===== config.mk =====
export PLATFORM = sky130hd
export DESIGN_NAME = bcd_tens_display
export DESIGN_NICKNAME = d
export VERILOG_FILES = /design/src/rtl/bcd_tens_display_pkg.sv /design/src/rtl/bcd_tens_display_seg7_decode.sv /design/src/rtl/bcd_tens_display.sv
export SDC_FILE = /design/constraint.sdc
export NUM_CORES = 1
export LEC_CHECK = 0
export CAP_MARGIN = 25
export CORE_MARGIN = 2
export CORE_UTILIZATION = 45
export CTS_BUF_LIST = sky130_fd_sc_hd__clkbuf_8 sky130_fd_sc_hd__clkbuf_16
export CTS_CLUSTER_SIZE = 24
export DETAILED_ROUTE_END_ITERATION = 8
export GPL_TIMING_DRIVEN = 0
export HOLD_SLACK_MARGIN = 0.1
export PLACE_DENSITY = 0.71
export SLEW_MARGIN = 20
export SYNTH_ARGS = -nofsm -noshare
export SYNTH_HDL_FRONTEND = slang
export SYNTH_SLANG_ARGS = --single-unit
export TNS_END_PERCENT = 50

===== constraint.sdc =====
create_clock -name clk -period 3.2 [get_ports clk]
set_input_delay 0.64 -clock clk [delete_from_list [all_inputs] [get_ports clk]]
set_output_delay 0.64 -clock clk [all_outputs]
set_load 0.01 [all_outputs]

===== src/rtl/bcd_tens_display_pkg.sv =====
// Shared constants for the tens-digit display stage: 7-segment patterns,
// active-low digit enables and the tens step helper.
package bcd_tens_display_pkg;

  localparam logic [3:0] DIGIT_MAX = 4'd9;

  // Segment bit order is {g,f,e,d,c,b,a}, active-high
  localparam logic [6:0] SEG_0    = 7'h3F;
  localparam logic [6:0] SEG_1    = 7'h06;
  localparam logic [6:0] SEG_2    = 7'h5B;
  localparam logic [6:0] SEG_3    = 7'h4F;
  localparam logic [6:0] SEG_4    = 7'h66;
  localparam logic [6:0] SEG_5    = 7'h6D;
  localparam logic [6:0] SEG_6    = 7'h7D;
  localparam logic [6:0] SEG_7    = 7'h07;
  localparam logic [6:0] SEG_8    = 7'h7F;
  localparam logic [6:0] SEG_9    = 7'h6F;
  localparam logic [6:0] SEG_DASH = 7'h40;
  localparam logic [6:0] SEG_OFF  = 7'h00;

  localparam logic [1:0] AN_ONES = 2'b10;
  localparam logic [1:0] AN_TENS = 2'b01;
  localparam logic [1:0] AN_OFF  = 2'b11;

  typedef enum logic {
    SEL_ONES = 1'b0,
    SEL_TENS = 1'b1
  } digit_sel_e;

  typedef struct packed {
    logic [3:0] digit;
    logic       wrap;
  } step_result_t;

  // One decimal step in the requested direction, flagging the 9<->0 wrap
  function automatic step_result_t digit_step(input logic [3:0] digit, input logic up);
    step_result_t r;
    r.wrap = 1'b0;
    if (up) begin
      if (digit >= DIGIT_MAX) begin
        r.digit = 4'd0;
        r.wrap  = 1'b1;
      end else begin
        r.digit = digit + 4'd1;
      end
    end else begin
      if (digit == 4'd0) begin
        r.digit = DIGIT_MAX;
        r.wrap  = 1'b1;
      end else begin
        r.digit = digit - 4'd1;
      end
    end
    return r;
  endfunction

endpackage


===== src/rtl/bcd_tens_display_seg7_decode.sv =====
// Combinational BCD to 7-segment decoder; out-of-range codes show a dash.
module seg7_decode
  import bcd_tens_display_pkg::*;
(
  input  logic [3:0] value,
  output logic [6:0] pattern
);

  always_comb begin
    pattern = SEG_DASH;
    unique case (value)
      4'd0:    pattern = SEG_0;
      4'd1:    pattern = SEG_1;
      4'd2:    pattern = SEG_2;
      4'd3:    pattern = SEG_3;
      4'd4:    pattern = SEG_4;
      4'd5:    pattern = SEG_5;
      4'd6:    pattern = SEG_6;
      4'd7:    pattern = SEG_7;
      4'd8:    pattern = SEG_8;
      4'd9:    pattern = SEG_9;
      default: pattern = SEG_DASH;
    endcase
  end

endmodule


===== src/rtl/bcd_tens_display.sv =====
// Tens digit driven by the decade counter's carry, plus two-digit multiplexed
// 7-segment output. Define BCD_TENS_BLANK_EN for leading-zero blanking of tens.
module bcd_tens_display
  import bcd_tens_display_pkg::*;
#(
  parameter int unsigned REFRESH_DIV = 4
) (
  input  logic       clk,
  input  logic       reset,
  input  logic [3:0] count,
  input  logic       carry,
  input  logic       up_down,
  output logic [6:0] seg,
  output logic [1:0] an,
  output logic [3:0] tens,
  output logic       wrap
);

  localparam logic [15:0] REF_TC = 16'(REFRESH_DIV - 1);

  logic         carry_d_reg;
  logic         armed_reg;
  logic         carry_evt;
  logic [3:0]   tens_reg, tens_next;
  logic         wrap_reg, wrap_next;
  logic [15:0]  ref_cnt_reg, ref_cnt_next;
  digit_sel_e   sel_reg, sel_next;
  logic [6:0]   seg_reg, seg_next;
  logic [1:0]   an_reg, an_next;
  logic [3:0]   dec_value;
  logic [6:0]   dec_pattern;
  logic         blank;
  step_result_t step;

  // armed_reg masks the first edge after reset so a carry already high at
  // release is absorbed into carry_d instead of counting as an event
  assign carry_evt = carry & ~carry_d_reg & armed_reg;
  assign step      = digit_step(tens_reg, up_down);

  always_comb begin
    tens_next = tens_reg;
    wrap_next = 1'b0;
    if (carry_evt) begin
      tens_next = step.digit;
      wrap_next = step.wrap;
    end
  end

  always_comb begin
    ref_cnt_next = ref_cnt_reg + 16'd1;
    sel_next     = sel_reg;
    if (ref_cnt_reg == REF_TC) begin
      ref_cnt_next = 16'd0;
      sel_next     = (sel_reg == SEL_ONES) ? SEL_TENS : SEL_ONES;
    end
  end

  assign dec_value = (sel_reg == SEL_TENS) ? tens_reg : count;

  seg7_decode u_decode (
    .value   (dec_value),
    .pattern (dec_pattern)
  );

`ifdef BCD_TENS_BLANK_EN
  assign blank = (sel_reg == SEL_TENS) && (tens_reg == 4'd0);
`else
  assign blank = 1'b0;
`endif

  always_comb begin
    an_next  = (sel_reg == SEL_TENS) ? AN_TENS : AN_ONES;
    seg_next = blank ? SEG_OFF : dec_pattern;
  end

  always_ff @(posedge clk or posedge reset) begin
    if (reset) begin
      carry_d_reg <= 1'b0;
      armed_reg   <= 1'b0;
      tens_reg    <= 4'd0;
      wrap_reg    <= 1'b0;
      ref_cnt_reg <= 16'd0;
      sel_reg     <= SEL_ONES;
      seg_reg     <= SEG_OFF;
      an_reg      <= AN_OFF;
    end else begin
      carry_d_reg <= carry;
      armed_reg   <= 1'b1;
      tens_reg    <= tens_next;
      wrap_reg    <= wrap_next;
      ref_cnt_reg <= ref_cnt_next;
      sel_reg     <= sel_next;
      seg_reg     <= seg_next;
      an_reg      <= an_next;
    end
  end

  assign seg  = seg_reg;
  assign an   = an_reg;
  assign tens = tens_reg;
  assign wrap = wrap_reg;

endmodule


==> results of run 1 <==
through the flow:
stage / area (µm²) / worst slack, ps / cells / total power [W]
global placement: 1940 / 1080 / 222 / 0.000801
finish: 2030 / 1140 / 230 / 0.00112
detailed placement: 1940 / 1000 / 222 / 0.000813
CTS: 2030 / 1130 / 230 / 0.00113
floorplan: 1670 / 1450 / 153 / 0.000689
global route: 2030 / 1060 / 230 / 0.00119
routing by layer:
layer / global-route usage (%) / routed length, µm
met5: 0 / 0
met4: 3.46 / 29
met3: 6.25 / 110
met2: 25.0 / 1390
met1: 20.2 / 1410
cell families after synthesis:
kind of cell | after synthesis | share of synthesized area [%]
AO/OA/AOI/OAI | 26 | 10.3
multiplexers | 5 | 3.83
XOR/XNOR | 15 | 7.89
buffers and inverters | 15 | 3.98
flip-flops | 33 | 49.7
AND/OR/NAND/NOR | 47 | 15.8
other | 1 | 0.225
adder cells (fa/ha/maj) | 11 | 8.26
placed cells by master (no fill, tap or decap), drive strengths merged, types with 3 or more instances in the layout:
master,Yosys,routed
a21oi,8,8
and4,3,3
buf,3,3
clkbuf,2,7
clkdlybuf4s50,0,21
clkinvlp,0,3
dfrtp,31,31
ha,11,11
inv,10,10
mux2i,4,4
nand2,10,10
nand3,4,4
nand4,4,4
nor2,8,8
nor3,3,3
o21ai,8,8
xnor2,12,12
xor2,3,3
synthesized netlist by cell type, drive strengths merged (3+ instances only):
| cell | instances | share of area, % |
|---|---|---|
| dfrtp | 31 | 47 |
| xnor2 | 12 | 6.3 |
| ha | 11 | 8.3 |
| inv | 10 | 2.3 |
| nand2 | 10 | 2.3 |
| a21oi | 8 | 3.1 |
| nor2 | 8 | 1.8 |
| o21ai | 8 | 2.4 |
| mux2i | 4 | 3.2 |
| nand3 | 4 | 1.2 |
| nand4 | 4 | 1.5 |
| and4 | 3 | 1.6 |
| buf | 3 | 1.3 |
| nor3 | 3 | 0.90 |
| xor2 | 3 | 1.6 |
how the worst max path moves through the flow:
stage	depth (start not counted)	endpoint	slack, ps
after global routing	7	tens[1]	1060
after global placement	6	seg[0]	1080
after CTS	1	tens[2]	1130
final	1	tens[2]	1140
after floorplan	7	tens[2]	1450
after detailed placement	5	seg[4]	1000
power breakdown:
group	leakage, nW	switching, W	internal [W]
sequential	0.421	0.0000400	0.000451
combinational	0.426	0.000163	0.000154
clock	0.0364	0.000156	0.000152
total	0.883	0.000358	0.000757
area by class of cell:
cell class | instances | area [µm²]
clock buffers | 5 | 68.8
clock inverters | 3 | 22.5
inverters | 10 | 37.5
well taps | 48 | 60.1
multi-input cells | 105 | 771
repair buffers | 21 | 210
fillers | 325 | 1580
plain buffers | 5 | 28.8
flip-flops and latches | 33 | 828
==> run metrics, run 1 <==
FF-to-FF path depth 7; Worst EP arrival 1420 ps; clock latency on the worst-skew pair 280 ps; crit share post-route 64.5%; clock skew 3.42 ps; YS warnings 0; Final ANT Viol Nets 0; Worst path max stage delay 610 ps; Vias/cell 5.17; CTS root buf clkbuf_8; wire per inst 12.8 µm; Least-Margin Pin Slew 669 ps; via count 1189; Rows 22; CP max-delay cell clkdlybuf4s50_1; number of flip-flops under the largest register name 16; CP Max Fanout 9; register area share after synthesis 49.7%; count of cells along the worst hold path 0; Hold EP an[0]; critical path class reg -> out; clk slew on worst S/H paths 70 ps; status completed; CP Launch Point tens[2]; number of global-route vias before repair 1171; Syn Nets 172; f_max 0.484 GHz; post-CTS sizing 0; initial antenna violation count 0; diodes inserted 0; Worst setup EP type output port; GR Util All Layers 15.7%; die area 4200 µm²; synth unique cells 41; reg-to-reg endpoint tens[2]; Final Util 56.2%; VDD IR max 0.000424 V; Starting Density 46.2%; first-pass GRT wire length 5.06 mm; Die Wd 64.8 µm; CP Launch Type register; DR iter-0 viols 37; final max-slew violation count 0; Final Critical Period 2060 ps; clk sinks 33; final estimated routing congestion in global placement 0.793; Port Buffers 21; area of the mapped netlist 1670 µm²; final hold violations 0; RSZ-0062 raised after global routing false; hold-fix buffers at CTS 0; largest net degree at the start of global routing 34; io pins 22; CTS max path bufs 2; R2R Path Start tens[0]; Crit path max-delay family buffers and inverters; Core Area 3610 µm²; Buf+Inv Stages, Crit Path 1; WP data required 2560 ps; DRC 0; worst hold slack 394 ps; GRT overflow 0; ys flop type dfrtp_1; layout cells sized above 1 11.0%; PD cells 550 nW/µm²; detailed placement HPWL 2.14 mm; Setup violations, final 0; CTS tree done; Post-synth EDFFs 0; Synth Register Bits 33; setup TNS 0 ps; Area Overhead vs Synth 21.7%; WL final 2.93 mm; total setup buffers inserted after CTS 0; setup slack, reg-to-reg 1280 ps; H-tree Lvls 2; MaxCap Viol Count 0; Die H 64.8 µm; Async SR Flop Fraction 100%; Leakage Power 0.883 nW; NumNets Final 200; Gate Count Post-Synth 153; Mapped Avg Cell Area 10.9 µm²; worst path cell trace clkdlybuf4s50_1; min-delay worst type reg -> reg; Max transition margin 55.4%; drt first pass iters 4; Num CTS Buffers 5; Hold Path Origin sel_reg
No activity file was read; power rests on OpenSTA's default activity.
==> inputs of run 2 (changes only) <==
--- a/config.mk
+++ b/config.mk
@@ -13,7 +13,7 @@
 export DETAILED_ROUTE_END_ITERATION = 8
 export GPL_TIMING_DRIVEN = 0
 export HOLD_SLACK_MARGIN = 0.1
-export PLACE_DENSITY = 0.71
+export PLACE_DENSITY = 0.74
 export SLEW_MARGIN = 20
 export SYNTH_ARGS = -nofsm -noshare
 export SYNTH_HDL_FRONTEND = slang
==> constraint.sdc (replaced) <==
create_clock -name clk -period 1.68 [get_ports clk]
set_input_delay 0.336 -clock clk [delete_from_list [all_inputs] [get_ports clk]]
set_output_delay 0.336 -clock clk [all_outputs]
set_load 0.01 [all_outputs]
==> run 2 against run 1 <==
The run now ends with negative setup slack left. Clock skew up 1.5 ps. Global-route usage rose by 1.4 points. Register-to-register slack got worse by 1300 ps. Via count is 2.2% higher. Setup slack got worse by 1200 ps. Clock power rose by 110%. Cell count rose by 1.3%. Combinational power is 140% higher. Sequential cell count unchanged. Sequential share of layout area decreased by 2.1 points. Sequential power up 93%. Non-clock buffer count is 3 higher. Critical path type is now reg -> reg. Highest routed layer unchanged.
==> run metrics, run 2 (synthesized netlist as in run 1, its figures left out) <==
DR iter-0 viols 52 (+41%); Fill cells 305 (-6.2%); PD cells 1110 nW/µm² (+100%); Max transition margin 54.6% (-0.72 points); clock skew 4.92 ps (+1.50 ps); final max-slew violation count 0 (unchanged); Least-Margin Pin Slew 680 ps (+10.8 ps); clk slew on worst S/H paths 70 ps (about the same); Rows 22 (unchanged); Port Buffers 21 (unchanged); WP data required 1890 ps (-670 ps); RSZ-0062 raised after global routing true; via count 1215 (+2.2%); post-route cell area 2140 µm² (+5.6%); violated checks negative setup slack; Pwr Total 0.00238 W (+110%); clock latency on the worst-skew pair 290 ps (about the same); CTS max path bufs 2 (unchanged); Final Critical Period 1710 ps; Worst setup EP type register; H-tree Lvls 2 (unchanged); Leakage Power 0.959 nW (+8.6%); NumNets Final 203 (+1.5%); initial antenna violation count 0 (unchanged); layout cells sized above 1 17.8% (+6.8 points); status complete, but fails checks; detailed placement HPWL 2.22 mm (+3.9%); drt first pass iters 4 (unchanged); first-pass GRT wire length 5.42 mm (+7.1%); Die H 64.8 µm (unchanged); CP Launch Type register; Starting Density 46.2% (unchanged); setup ws final -33.3 ps (-1170 ps); Post-Place Cells 222 (unchanged); number of global-route vias before repair 1237 (+5.6%); hold-fix buffers at CTS 0 (unchanged); WL final 3.21 mm (+9.3%); wire per inst 13.8 µm (+7.9%); GR Util All Layers 17.1% (+1.4 points); final estimated routing congestion in global placement 0.805 (+1.5%); MaxCap Viol Count 0 (unchanged); die area 4200 µm² (unchanged); io pins 22 (unchanged); DRC 0 (unchanged); final cell count without fillers 233 (+1.3%); Vias/cell 5.21 (+0.87%); critical path class reg -> reg; CTS tree done; VDD IR max 0.000829 V (+95%); Die Wd 64.8 µm (unchanged); DP Area 1950 µm² (+0.65%); worst hold slack 397 ps (+2.67 ps); most frequent cells in the layout dfrtp_1, clkdlybuf4s50_1, xnor2_1; Worst EP arrival 1920 ps (+500 ps); f_max 0.584 GHz; Core Area 3610 µm² (unchanged); CTS root buf clkbuf_8; Final Util 59.4% (+3.2 points); min-delay worst type reg -> reg; largest net degree at the start of global routing 34 (unchanged); GRT overflow 0 (unchanged); commonest non-fill, non-tap cell in the layout dfrtp_1; Setup violations, final 2 (+2); Num CTS Buffers 5 (unchanged); crit share post-route 102%; Area Overhead vs Synth 28.5%; diodes inserted 0 (unchanged); number of flip-flops under the largest register name 16 (unchanged); clk sinks 33 (unchanged); CP Max Fanout 4 (-5); final hold violations 0 (unchanged); Final ANT Viol Nets 0 (unchanged)
==> run 2: cell types whose count changed in the layout (fill, tap and decap cells not counted), sizes merged <==
cell | before | now
clkbuf | 7 | 8
clkinvlp | 3 | 0
buf | 3 | 7
dlymetal6s2s | 0 | 3
clkdlybuf4s50 | 21 | 18
clkinv | 0 | 1
==> run 2: final cells by class <==
| cell class | instances | area (µm²) | area share, % |
|---|---|---|---|
| sequential | 33 | 831 | 38.8 |
| clock buffer | 7 | 96.3 | 4.50 |
| clock inverter | 1 | 5.00 | 0.234 |
| tap | 48 | 60.1 | 2.81 |
| inverter | 10 | 42.5 | 1.99 |
| multi-input combinational | 105 | 826 | 38.6 |
| buffer | 5 | 40.0 | 1.87 |
| timing repair buffer | 24 | 240 | 11.2 |
==> run 2: worst max-delay path: stages, from the launching register on <==
cell      delay (ps)
dfrtp_1          410
buf_4            150
ha_1             190
or3b_4           410
a21oi_4          210
a311oi_2         110
a31oi_1          150
==> run 2: worst paths after layout <==
kind / to / depth (start not counted) / slack [ps] / from
max in group asynchronous: tens[1] / 2 / 730 / reset
max: tens[2] / 6 / -30 / tens[0]
min reg2reg: an[0] / 0 / 400 / sel_reg
min in group asynchronous: seg[3] / 2 / 480 / reset
min: an[0] / 0 / 400 / sel_reg
max reg2reg: tens[2] / 6 / -30 / tens[0]
==> run 2: metal layers <==
layer | vias up | wire [µm] | global-route usage, %
li1 | 591 | - | -
met1 | 588 | 1370 | 20.2
met2 | 27 | 1650 | 28.5
met3 | 9 | 111 | 4.17
met4 | 0 | 80 | 9.57
met5 | - | 0 | 0
==> run 2: through the flow <==
stage | setup TNS [ps] | worst slack [ps]
3_5_place_dp | -1350 | -221
2_1_floorplan | 0 | 7.75
5_1_grt | -348 | -130
4_1_cts | 0 | 9.44
3_3_place_gp | -3900 | -157
6_report | -46.2 | -33.3
==> run 2: timing repair <==
action,CTS,global route
pin swaps,0,3
endpoints found under the setup margin,8,11
hold endpoints to repair,0,0
resized for setup,8,11
setup buffers,1,2
==> run 2: report_power, final <==
part | switching, W | total [W] | internal, W
clock | 0.000292 | 0.000662 | 0.000370
combinational | 0.000376 | 0.000769 | 0.000393
sequential | 0.0000831 | 0.000946 | 0.000863
